**config.mk**
```make
export PLATFORM = sky130hd
export DESIGN_NAME = mem_port_arbiter
export DESIGN_NICKNAME = d
export VERILOG_FILES = /design/src/rtl/riscv_pkg.sv /design/src/rtl/mem_port_arbiter_select.sv /design/src/rtl/mem_port_arbiter.sv
export SDC_FILE = /design/constraint.sdc
export NUM_CORES = 1
export LEC_CHECK = 0
export BUFFER_PORTS_ARGS = -buffer_cell sky130_fd_sc_hd__buf_2
export CAP_MARGIN = 20
export CORE_MARGIN = 2
export CORE_UTILIZATION = 43
export DETAILED_ROUTE_END_ITERATION = 6
export HOLD_SLACK_MARGIN = 0.03
export PLACE_DENSITY = 0.76
export SLEW_MARGIN = 10
export SYNTH_ARGS = -nofsm -noshare
export SYNTH_HDL_FRONTEND = slang
export SYNTH_SLANG_ARGS = --single-unit
```
**constraint.sdc**
```tcl
create_clock -name clk -period 2.3 [get_ports clk]
set_clock_uncertainty 0.1 [all_clocks]
set_input_delay 0.46 -clock clk [delete_from_list [all_inputs] [get_ports clk]]
set_output_delay 0.46 -clock clk [all_outputs]
set_load 0.01 [all_outputs]
```
**src/rtl/riscv_pkg.sv**
```systemverilog
// Shared state and owner types for the memory port arbiter.
// Latency: none, types only.
// Backpressure: not applicable.
package riscv_pkg;

    typedef enum logic [1:0] {
        IDLE      = 2'd0,
        ISSUE     = 2'd1,
        WAIT_RESP = 2'd2
    } arb_state_t;

    typedef enum logic {
        OWNER_FETCH = 1'b0,
        OWNER_DATA  = 1'b1
    } arb_owner_t;

endpackage

```
**src/rtl/mem_port_arbiter_select.sv**
```systemverilog
// Picks fetch or data: data wins unless fetch has waited through MAX_DATA_STREAK data grants.
// Latency: selection is combinational; the streak counter updates on the grant edge.
// Backpressure: none; the caller samples sel_owner only when it is ready to latch a request.
module arb_select
    import riscv_pkg::*;
#(
    parameter int MAX_DATA_STREAK = 4
) (
    input  logic       clk,
    input  logic       reset,
    input  logic       if_req,
    input  logic       d_req,
    input  logic       data_gnt,
    input  logic       fetch_gnt,
    output arb_owner_t sel_owner
);

    localparam int SW = $clog2(MAX_DATA_STREAK + 1);
    localparam logic [SW-1:0] SMAX = SW'(MAX_DATA_STREAK);

    logic [SW-1:0] streak_q;
    logic [SW-1:0] streak_d;

    // Data has priority; a saturated streak hands one slot to a waiting fetch.
    always_comb begin
        sel_owner = OWNER_FETCH;
        if (d_req && !(if_req && (streak_q == SMAX))) begin
            sel_owner = OWNER_DATA;
        end
    end

    // Streak counts data grants that happened while fetch was waiting.
    always_comb begin
        streak_d = streak_q;
        if (fetch_gnt) begin
            streak_d = '0;
        end else if (data_gnt) begin
            if (!if_req) begin
                streak_d = '0;
            end else if (streak_q != SMAX) begin
                streak_d = streak_q + SW'(1);
            end
        end
    end

    // Streak register.
    always_ff @(posedge clk) begin
        if (reset) begin
            streak_q <= '0;
        end else begin
            streak_q <= streak_d;
        end
    end

endmodule

```
**src/rtl/mem_port_arbiter.sv**
```systemverilog
// Shares one single-port memory between instruction fetch and load/store, one transaction outstanding.
// Latency: request in cycle N drives mem_req in N+1; gnt same cycle as mem_ready; rvalid same cycle as mem_rvalid.
// Backpressure: requests are held until gnt; mem_req is held until mem_ready; unanswered requests abort after TIMEOUT_CYCLES.
module mem_port_arbiter
    import riscv_pkg::*;
#(
    parameter int DATA_WIDTH      = 32,
    parameter int MAX_DATA_STREAK = 4,
    parameter int TIMEOUT_CYCLES  = 64
) (
    input  logic                  clk,
    input  logic                  reset,
    input  logic                  if_req,
    input  logic [DATA_WIDTH-1:0] if_addr,
    output logic                  if_gnt,
    output logic                  if_rvalid,
    output logic [DATA_WIDTH-1:0] if_rdata,
    output logic                  if_err,
    input  logic                  d_req,
    input  logic [DATA_WIDTH-1:0] d_addr,
    input  logic [DATA_WIDTH-1:0] d_wdata,
    input  logic                  d_we,
    output logic                  d_gnt,
    output logic                  d_rvalid,
    output logic [DATA_WIDTH-1:0] d_rdata,
    output logic                  d_err,
    output logic                  mem_req,
    output logic [DATA_WIDTH-1:0] mem_addr,
    output logic [DATA_WIDTH-1:0] mem_wdata,
    output logic                  mem_we,
    input  logic                  mem_ready,
    input  logic                  mem_rvalid,
    input  logic [DATA_WIDTH-1:0] mem_rdata,
    output logic                  busy
);

    localparam int TW = (TIMEOUT_CYCLES > 2) ? $clog2(TIMEOUT_CYCLES) : 1;
    localparam logic [TW-1:0] TMAX = TW'(TIMEOUT_CYCLES - 1);

    arb_state_t            state_q, state_d;
    arb_owner_t            owner_q, owner_d;
    logic [DATA_WIDTH-1:0] addr_q, addr_d;
    logic [DATA_WIDTH-1:0] wdata_q, wdata_d;
    logic                  we_q, we_d;
    logic [TW-1:0]         timer_q, timer_d;

    arb_owner_t sel_owner;
    logic       any_req;
    logic       accept;
    logic       resp_fire;
    logic       tmo_fire;
    logic       load_txn;

    // Event decode; reset masks every pulse so nothing escapes mid-reset.
    always_comb begin
        any_req   = if_req || d_req;
        accept    = !reset && (state_q == ISSUE) && mem_ready;
        resp_fire = !reset && (state_q == WAIT_RESP) && mem_rvalid;
        tmo_fire  = !reset && (state_q == WAIT_RESP) && !mem_rvalid && (timer_q == TMAX);
        load_txn  = any_req && ((state_q == IDLE) || resp_fire);
    end

    arb_select #(
        .MAX_DATA_STREAK(MAX_DATA_STREAK)
    ) u_select (
        .clk      (clk),
        .reset    (reset),
        .if_req   (if_req),
        .d_req    (d_req),
        .data_gnt (accept && (owner_q == OWNER_DATA)),
        .fetch_gnt(accept && (owner_q == OWNER_FETCH)),
        .sel_owner(sel_owner)
    );

    // Next-state: issue, wait for response or timeout, re-arbitrate without an idle bubble.
    always_comb begin
        state_d = state_q;
        owner_d = owner_q;
        addr_d  = addr_q;
        wdata_d = wdata_q;
        we_d    = we_q;
        timer_d = timer_q;
        case (state_q)
            IDLE: begin
                state_d = IDLE;
            end
            ISSUE: begin
                if (mem_ready) begin
                    state_d = WAIT_RESP;
                    timer_d = '0;
                end
            end
            WAIT_RESP: begin
                timer_d = timer_q + TW'(1);
                if (mem_rvalid || (timer_q == TMAX)) begin
                    state_d = IDLE;
                end
            end
            default: begin
                state_d = IDLE;
            end
        endcase
        if (load_txn) begin
            state_d = ISSUE;
            owner_d = sel_owner;
            if (sel_owner == OWNER_FETCH) begin
                addr_d  = if_addr;
                wdata_d = '0;
                we_d    = 1'b0;
            end else begin
                addr_d  = d_addr;
                wdata_d = d_wdata;
                we_d    = d_we;
            end
        end
    end

    // State and latched transaction registers.
    always_ff @(posedge clk) begin
        if (reset) begin
            state_q <= IDLE;
            owner_q <= OWNER_FETCH;
            addr_q  <= '0;
            wdata_q <= '0;
            we_q    <= 1'b0;
            timer_q <= '0;
        end else begin
            state_q <= state_d;
            owner_q <= owner_d;
            addr_q  <= addr_d;
            wdata_q <= wdata_d;
            we_q    <= we_d;
            timer_q <= timer_d;
        end
    end

    // Outputs: pulses steered to the owner, the non-owner rdata held at zero.
    always_comb begin
        mem_req   = !reset && (state_q == ISSUE);
        mem_addr  = addr_q;
        mem_wdata = wdata_q;
        mem_we    = we_q;
        busy      = (state_q != IDLE);
        if_gnt    = accept && (owner_q == OWNER_FETCH);
        d_gnt     = accept && (owner_q == OWNER_DATA);
        if_rvalid = resp_fire && (owner_q == OWNER_FETCH);
        d_rvalid  = resp_fire && (owner_q == OWNER_DATA);
        if_rdata  = if_rvalid ? mem_rdata : '0;
        d_rdata   = d_rvalid ? mem_rdata : '0;
        if_err    = tmo_fire && (owner_q == OWNER_FETCH);
        d_err     = tmo_fire && (owner_q == OWNER_DATA);
    end

endmodule

```
## Word level (Yosys, flattened, before mapping)

Cells that the tools add are included.

- Register bits: 77
- Input port bits: 135
- Output and inout port bits: 137
- Logic and storage cells: 65

- Add/subtract/negate cells: 2
- Equality and inequality tests: 10
- Muxes and demuxes: 14
- Bitwise gates (word level): 1
- Reduce and logical (&&, ||, !) cells: 30

Operator list:

| cell | count |
|---|---|
| $mux 32 | 4 |
| $logic_and 1x1->1 | 15 |
| $pmux 6 s2 | 1 |
| $reduce_and 2->1 | 4 |
| $add 6x1->6 const B | 1 |
| $eq 6x6->1 const B | 1 |
| $mux 3 | 2 |
| $mux 6 | 1 |
| $ne 3x3->1 const B | 2 |
| $mux 2 | 2 |
| $ne 2x1->1 const B | 2 |
| $pmux 2 s2 | 1 |
| $reduce_bool 2->1 | 2 |
| $reduce_or 2->1 | 2 |
| $add 3x1->3 const B | 1 |
| $eq 3x3->1 const B | 1 |
| $logic_not 1->1 | 3 |
| $logic_or 1x1->1 | 3 |
| $mux 1 | 3 |
| $ne 3x2->1 const B | 1 |
| $eq 2x1->1 const B | 1 |
| $eq 2x2->1 const B | 1 |
| $logic_not 2->1 | 1 |
| $ne 2x2->1 const B | 1 |
| $not 1->1 | 1 |

## Logic depth before layout (Yosys ltp)

Gate-level depths: netlist of the first run.

- Word-level depth: 7
- Gate-level depth with buffers: 7
- Gate-level depth less buffers: 5

## Hierarchy

A second synthesis of the first run with hierarchy kept.

- Cell total of the unflattened synthesis: 334
- Area total of the unflattened synthesis: 3,729.8 um^2

By module, submodules not included:

| module | times used | cells each | area each (um^2) | seq. area each (um^2) |
|---|---|---|---|---|
| mem_port_arbiter | 1 | 313 | 3,540.9 | 1,481.4 |
| arb_select | 1 | 21 | 188.9 | 60.1 |

## Worst setup path before layout of the first run

No wires, ideal clock.

- Path type: in2out
- From: input reset
- To: output d_rdata[10]
- Data arrival time: 1.442 ns
- Data required time: 1.740 ns
- Setup slack: 0.298 ns
- Stages: 5
- Cell sequence: clkbuf_2 nor3b_2 and3_1 clkbuf_1 and2_1

- Longest elaborated chain between the ends: 5

Ends and longest elaborated chain:

| item | line | text |
|---|---|---|
| start: declaration | mem_port_arbiter.sv:12 | `input logic reset,` |
| $logic_not 1->1 | mem_port_arbiter.sv:58 | `resp_fire = !reset && (state_q == WAIT_RESP) && mem_rvalid;` |
| $logic_and 1x1->1 (2 in series) | mem_port_arbiter.sv:58 |  |
| $logic_and 1x1->1 | mem_port_arbiter.sv:147 | `d_rvalid = resp_fire && (owner_q == OWNER_DATA);` |
| $mux 32 | mem_port_arbiter.sv:149 | `d_rdata = d_rvalid ? mem_rdata : '0;` |
| end: declaration | mem_port_arbiter.sv:25 | `output logic [DATA_WIDTH-1:0] d_rdata,` |

No other way between the ends.

## Final worst setup path of the first run

- From: register state_q[1]
- To: output d_gnt

- Longest elaborated chain between the ends: 4

Ends and longest elaborated chain:

| item | line | text |
|---|---|---|
| start: declaration | mem_port_arbiter.sv:40 | `arb_state_t state_q, state_d;` |
| start signal: assignment | mem_port_arbiter.sv:128 | `state_q <= state_d;` |
| $eq 2x1->1 | mem_port_arbiter.sv:57 | `accept = !reset && (state_q == ISSUE) && mem_ready;` |
| $logic_and 1x1->1 (2 in series) | mem_port_arbiter.sv:57 |  |
| $logic_and 1x1->1 | mem_port_arbiter.sv:145 | `d_gnt = accept && (owner_q == OWNER_DATA);` |
| end: declaration | mem_port_arbiter.sv:23 | `output logic d_gnt,` |

No other way between the ends.

==> metrics.txt, run 1 <==
YS warnings=0; Final TNS setup=0 ns; WS Path Type=reg -> out; placed cell area=0.00574 mm²; Tightest Pin Transition=0.626 ns; Top FF cell, synth=dfxtp_1; relative slew slack=0.583; Worst EP required=1.74 ns; # DRC=0; CP max stage delay=0.48 ns; Clock Tree Buf Depth=2; top post-synthesis cells by count=77 x dfxtp_1, 65 x and2_1, 36 x inv_1; CP max stage cell=or3b_1; Clk Latency, worst-skew pair=0.34 ns; RSZ-0062 raised after global routing=false; Initial Util=0.445; register bit total from synthesis=77; Die Y=105 µm; pwr/cell area=537 mW/mm²; Multi-input gate area=0.00241 mm²; cts bufs inserted=9; ANT cells=0; Post-synth EDFFs=0; Avg Inst Size Synth=9.33 µm²; initial antenna violation count=0; Flop pwr share=0.466; largest net degree at the start of global routing=66; area share of the largest cell type after synthesis=0.353; Area growth syn-to-layout=37.1%; Power Internal=2.24 mW; Switching Share=0.303; worst vdd ir=0.363 mV; global-route wire length before repair=22000 µm; Crit Path Max Fanout=12; Hold Buf Count CTS=0; cell with the most instances after synthesis=dfxtp_1; Synth area leaders=dfxtp_1 35%, o221ai_2 10%, and2_1 9.3%; CTS Sinks=77; die width=105 µm; CTS tree=done; post-route ant nets=0; outcome=completed; clock-pin transition on the worst setup and hold timing paths=0.08 ns; TritonRoute pass-1 iters=5; vias in the first global route=4439; Vias/cell=5.56; final hold vios=0; period utilization=0.967; Starting DRT DRC Count=338; critical path data arrival time=1.66 ns; worst hold path type=in -> reg; Congestion Overflow GR=0; Max Freq=450 MHz; cell taking the most area after synthesis=dfxtp_1; PortBufs=271; post-route cell area=0.00599 mm²; crit path cell chain=buf_4 > or3b_1 > nor2_1 > buf_2; share of cells above drive strength 1=0.492; Post-synth ARST share=0; clock power share=0.313; switching power total=0.973 mW; P_leak=2.85 nW; FF/Latch Area=0.00155 mm²; CP top delay family=simple AND/OR/NAND/NOR gates; Mapped Cells=468; GRT Util Overall=0.244; drt wl/cell=16.7 µm; mapped cell area=0.00437 mm²; DR vias=4711; cell row count=36; core area=0.00982 mm²; crit start category=flop; drt total wl=14100 µm; Detail Placement HPWL=10300 µm; register area share after synthesis=0.353; I/O pins=272; Syn Nets=606; endpoint class of the critical path=output port; CP bufs+invs=2; GP Congestion=0.971; final-layout fill cell count=883; CTS Root Cell=clkbuf_8; crit path time final=2.22 ns; post-synth cell types=49; Comb pwr share=0.222; die area=0.0110 mm²; Final Max Tran Viols=0; count of final setup violators=0; htree depth=3; nets=848; max_cap viols=0
-- per-layer routing --
layer,up-vias,GRT usage,routed length [µm]
li1,2241,-,-
met1,2218,0.267,5200
met2,227,0.438,7300
met3,25,0.0742,1280
met4,0,0.100,345
met5,-,0,0
-- power by group through the flow --
stage	combinational (mW)	clock (mW)	sequential, mW
floorplan	0.376	0	1.56
global placement	0.686	0	1.52
detailed placement	0.704	0	1.53
CTS	0.706	1.02	1.50
global route	0.772	1.09	1.51
finish	0.712	1.00	1.50
-- flip-flops by register name, summed over array words and instances (netlist names) --
signal and flops:
mem_addr 32, mem_wdata 32, timer_q 6, u_select.streak_q 3, state_q 2, mem_we 1, owner_q 1
-- through the flow --
step | setup slack, ns | cells | total power, mW | hold slack [ns] | utilization
finish | 0.0765 | 847 | 3.21 | 0.222 | 0.610
global route | 0.00130 | 847 | 3.37 | 0.200 | 0.610
CTS | 0.00409 | 846 | 3.22 | 0.204 | 0.605
detailed placement | 0.150 | 831 | 2.23 | 0.361 | 0.584
global placement | 0.197 | 831 | 2.21 | 0.356 | 0.584
floorplan | 0.298 | 468 | 1.94 | 0.365 | -
-- logic make-up after synthesis --
logic type                 after synthesis  synth area share
DFF                                     77             0.353
and+or+nand+nor                        143             0.203
buffers and inverters                   94             0.101
adders and majority gates                3           0.00860
muxes                                    2           0.00487
AOI/OAI and AO/OA                      149             0.329
-- path summary, 6_finish.rpt --
| path | startpoint | to | slack (ns) | cells past startpoint |
|---|---|---|---|---|
| max | state_q[1] | d_gnt | 0.08 | 4 |
| max reg2reg | state_q[1] | mem_addr[1] | 0.42 | 5 |
| min | d_wdata[18] | mem_wdata[18] | 0.22 | 2 |
| min reg2reg | mem_wdata[15] | mem_wdata[15] | 0.38 | 1 |
-- layout by cell type (no fill, tap or decap), types with 3 or more instances in the layout --
cell type	instances
and2_1	65
nand3_1	4
nand4_1	32
clkbuf_8	9
a21oi_1	5
nand2_1	6
dfxtp_1	74
buf_4	14
nor2_1	3
inv_1	36
nor3_1	3
o221ai_1	3
o221ai_2	29
nand2b_1	5
nor4_1	3
o21ai_0	33
buf_2	271
a22o_1	33
a2111o_1	32
-- timing repair --
item | 4_1_cts | 5_1_grt
setup endpoints to repair | 1 | 68
pin swaps | 0 | 2
setup buffers | 0 | 0
gates resized for setup | 3 | 7
-- layout make-up --
cell class                      instances  share of cell area
Multi-Input combinational cell        297               0.403
Sequential cell                        77               0.259
Timing Repair Buffer                  288               0.255
Tap cell                              133              0.0278
Inverter                               37              0.0232
Clock buffer                            9              0.0207
Clock inverter                          6              0.0107
(Power assumes the default switching activity.)
==> run 2: changes to the inputs <==
==> constraint.sdc (replaced) <==
create_clock -name clk -period 2.3 [get_ports clk]
set_clock_uncertainty 0.1 [all_clocks]
set_input_delay 0.115 -clock clk [delete_from_list [all_inputs] [get_ports clk]]
set_output_delay 0.115 -clock clk [all_outputs]
set_load 0.01 [all_outputs]
==> metrics.txt, run 2 (synthesized netlist as in run 1, its figures left out) <==
Initial Util=0.445; CTS tree=done; cts bufs inserted=9; Die Y=105 µm; die area=0.0110 mm²; GP Congestion=0.952; DR vias=5088; crit path time final=2.07 ns; core area=0.00982 mm²; P_leak=3.13 nW; final-layout fill cell count=770; Area growth syn-to-layout=51.5%; cells on worst reg2reg path=4; clock-pin transition on the worst setup and hold timing paths=0.08 ns; leading cell type in the layout, fill and taps excluded=buf_2; post-route ant nets=0; period utilization=0.901; largest net degree at the start of global routing=39; Post-Place Worst Slack=0.174 ns; most frequent cells in the layout=271 x buf_2, 76 x dfxtp_1, 66 x dlygate4sd3_1; Final Max Tran Viols=0; PortBufs=271; Starting DRT DRC Count=379; endpoint class of the critical path=output port; Congestion Overflow GR=0; nets=912; relative slew slack=0.585; Clock Tree Buf Depth=2; WHS Path Cells=4; TritonRoute pass-1 iters=6; WS Path Type=reg -> out; worst hold path type=in -> reg; GRT Util Overall=0.278; drt wl/cell=17.6 µm; r2r setup slk=0.29 ns; drt total wl=16000 µm; Tightest Pin Transition=0.622 ns; # DRC=0; final worst slack=0.227 ns; Final TNS setup=0 ns; I/O pins=272; pwr/cell area=526 mW/mm²; count of final setup violators=0; Worst EP required=2.09 ns; Post-CTS Setup Bufs=0; CTS Root Cell=clkbuf_8; final hold vios=0; Crit Path Max Fanout=6; Max Freq=482 MHz; outcome=completed; Non-Filler Instances=912; die width=105 µm; max_cap viols=0; placed cell area=0.00569 mm²; initial antenna violation count=2; Vias/cell=5.58; Placed Cells=828; share of cells above drive strength 1=0.441; Clk Latency, worst-skew pair=0.35 ns; post-route cell area=0.00662 mm²; crit start category=flop; RSZ-0062 raised after global routing=false; htree depth=3; final total power=3.48 mW; cell row count=36; CTS Sinks=77; Detail Placement HPWL=10600 µm; critical path data arrival time=1.86 ns; global-route wire length before repair=24700 µm; vias in the first global route=5102; worst vdd ir=0.339 mV
-- run 2: cell types whose count changed in the layout (fill, tap and decap cells not counted), sizes merged --
cell | before | now
clkbuf | 9 | 10
dlygate4sd3 | 0 | 66
diode | 0 | 1
bufinv | 1 | 2
clkinv | 2 | 0
buf | 288 | 286
-- run 2: critical path: stages, from the launching register on --
cell and delay, ns:
dfxtp_1 0.42, ha_1 0.22, and3_1 0.25, nand3_1 0.12, nor4b_1 0.31, buf_2 0.19
-- run 2: path summary, 6_finish.rpt --
check	startpoint	endpoint
setup / recovery	timer_q[0]	if_err
hold / removal	if_addr[2]	mem_addr[2]
setup reg to reg	state_q[1]	mem_addr[1]
hold reg to reg	mem_wdata[26]	mem_wdata[26]
-- run 2: report_power, final --
part | leakage (nW) | switching (mW) | internal, mW | total, mW
sequential | 0.632 | 0.0679 | 1.44 | 1.50
combinational | 2.40 | 0.431 | 0.384 | 0.815
clock | 0.105 | 0.523 | 0.639 | 1.16
total | 3.13 | 1.02 | 2.46 | 3.48
-- run 2: metal layers --
metal | GRT usage | routed length [µm]
met5 | 0 | 0
met2 | 0.524 | 8500
met1 | 0.284 | 5710
met3 | 0.0724 | 1310
met4 | 0.124 | 497
-- run 2: area by class of cell --
type	count	area, µm²	share of cell area
timing repair buffer	352	2160	0.326
sequential	77	1540	0.233
inverter	37	139	0.0210
antenna	1	2.50	0.000378
clock inverter	5	83.8	0.0127
clock buffer	10	138	0.0208
tap	133	166	0.0251
multi-input combinational	297	2390	0.361
-- run 2: per-stage QoR --
step / util / hold WS, ns
global route: 0.674 / 0.0757
detailed placement: 0.579 / 0.228
floorplan: - / 0.128
finish: 0.674 / 0.0633
global placement: 0.579 / 0.225
CTS: 0.669 / 0.0471
-- run 2: repair_timing --
item	in CTS	in global routing
gates resized for setup	0	1
endpoints found under the hold margin	66	0
hold buffers	66	0
setup endpoints to repair	0	25
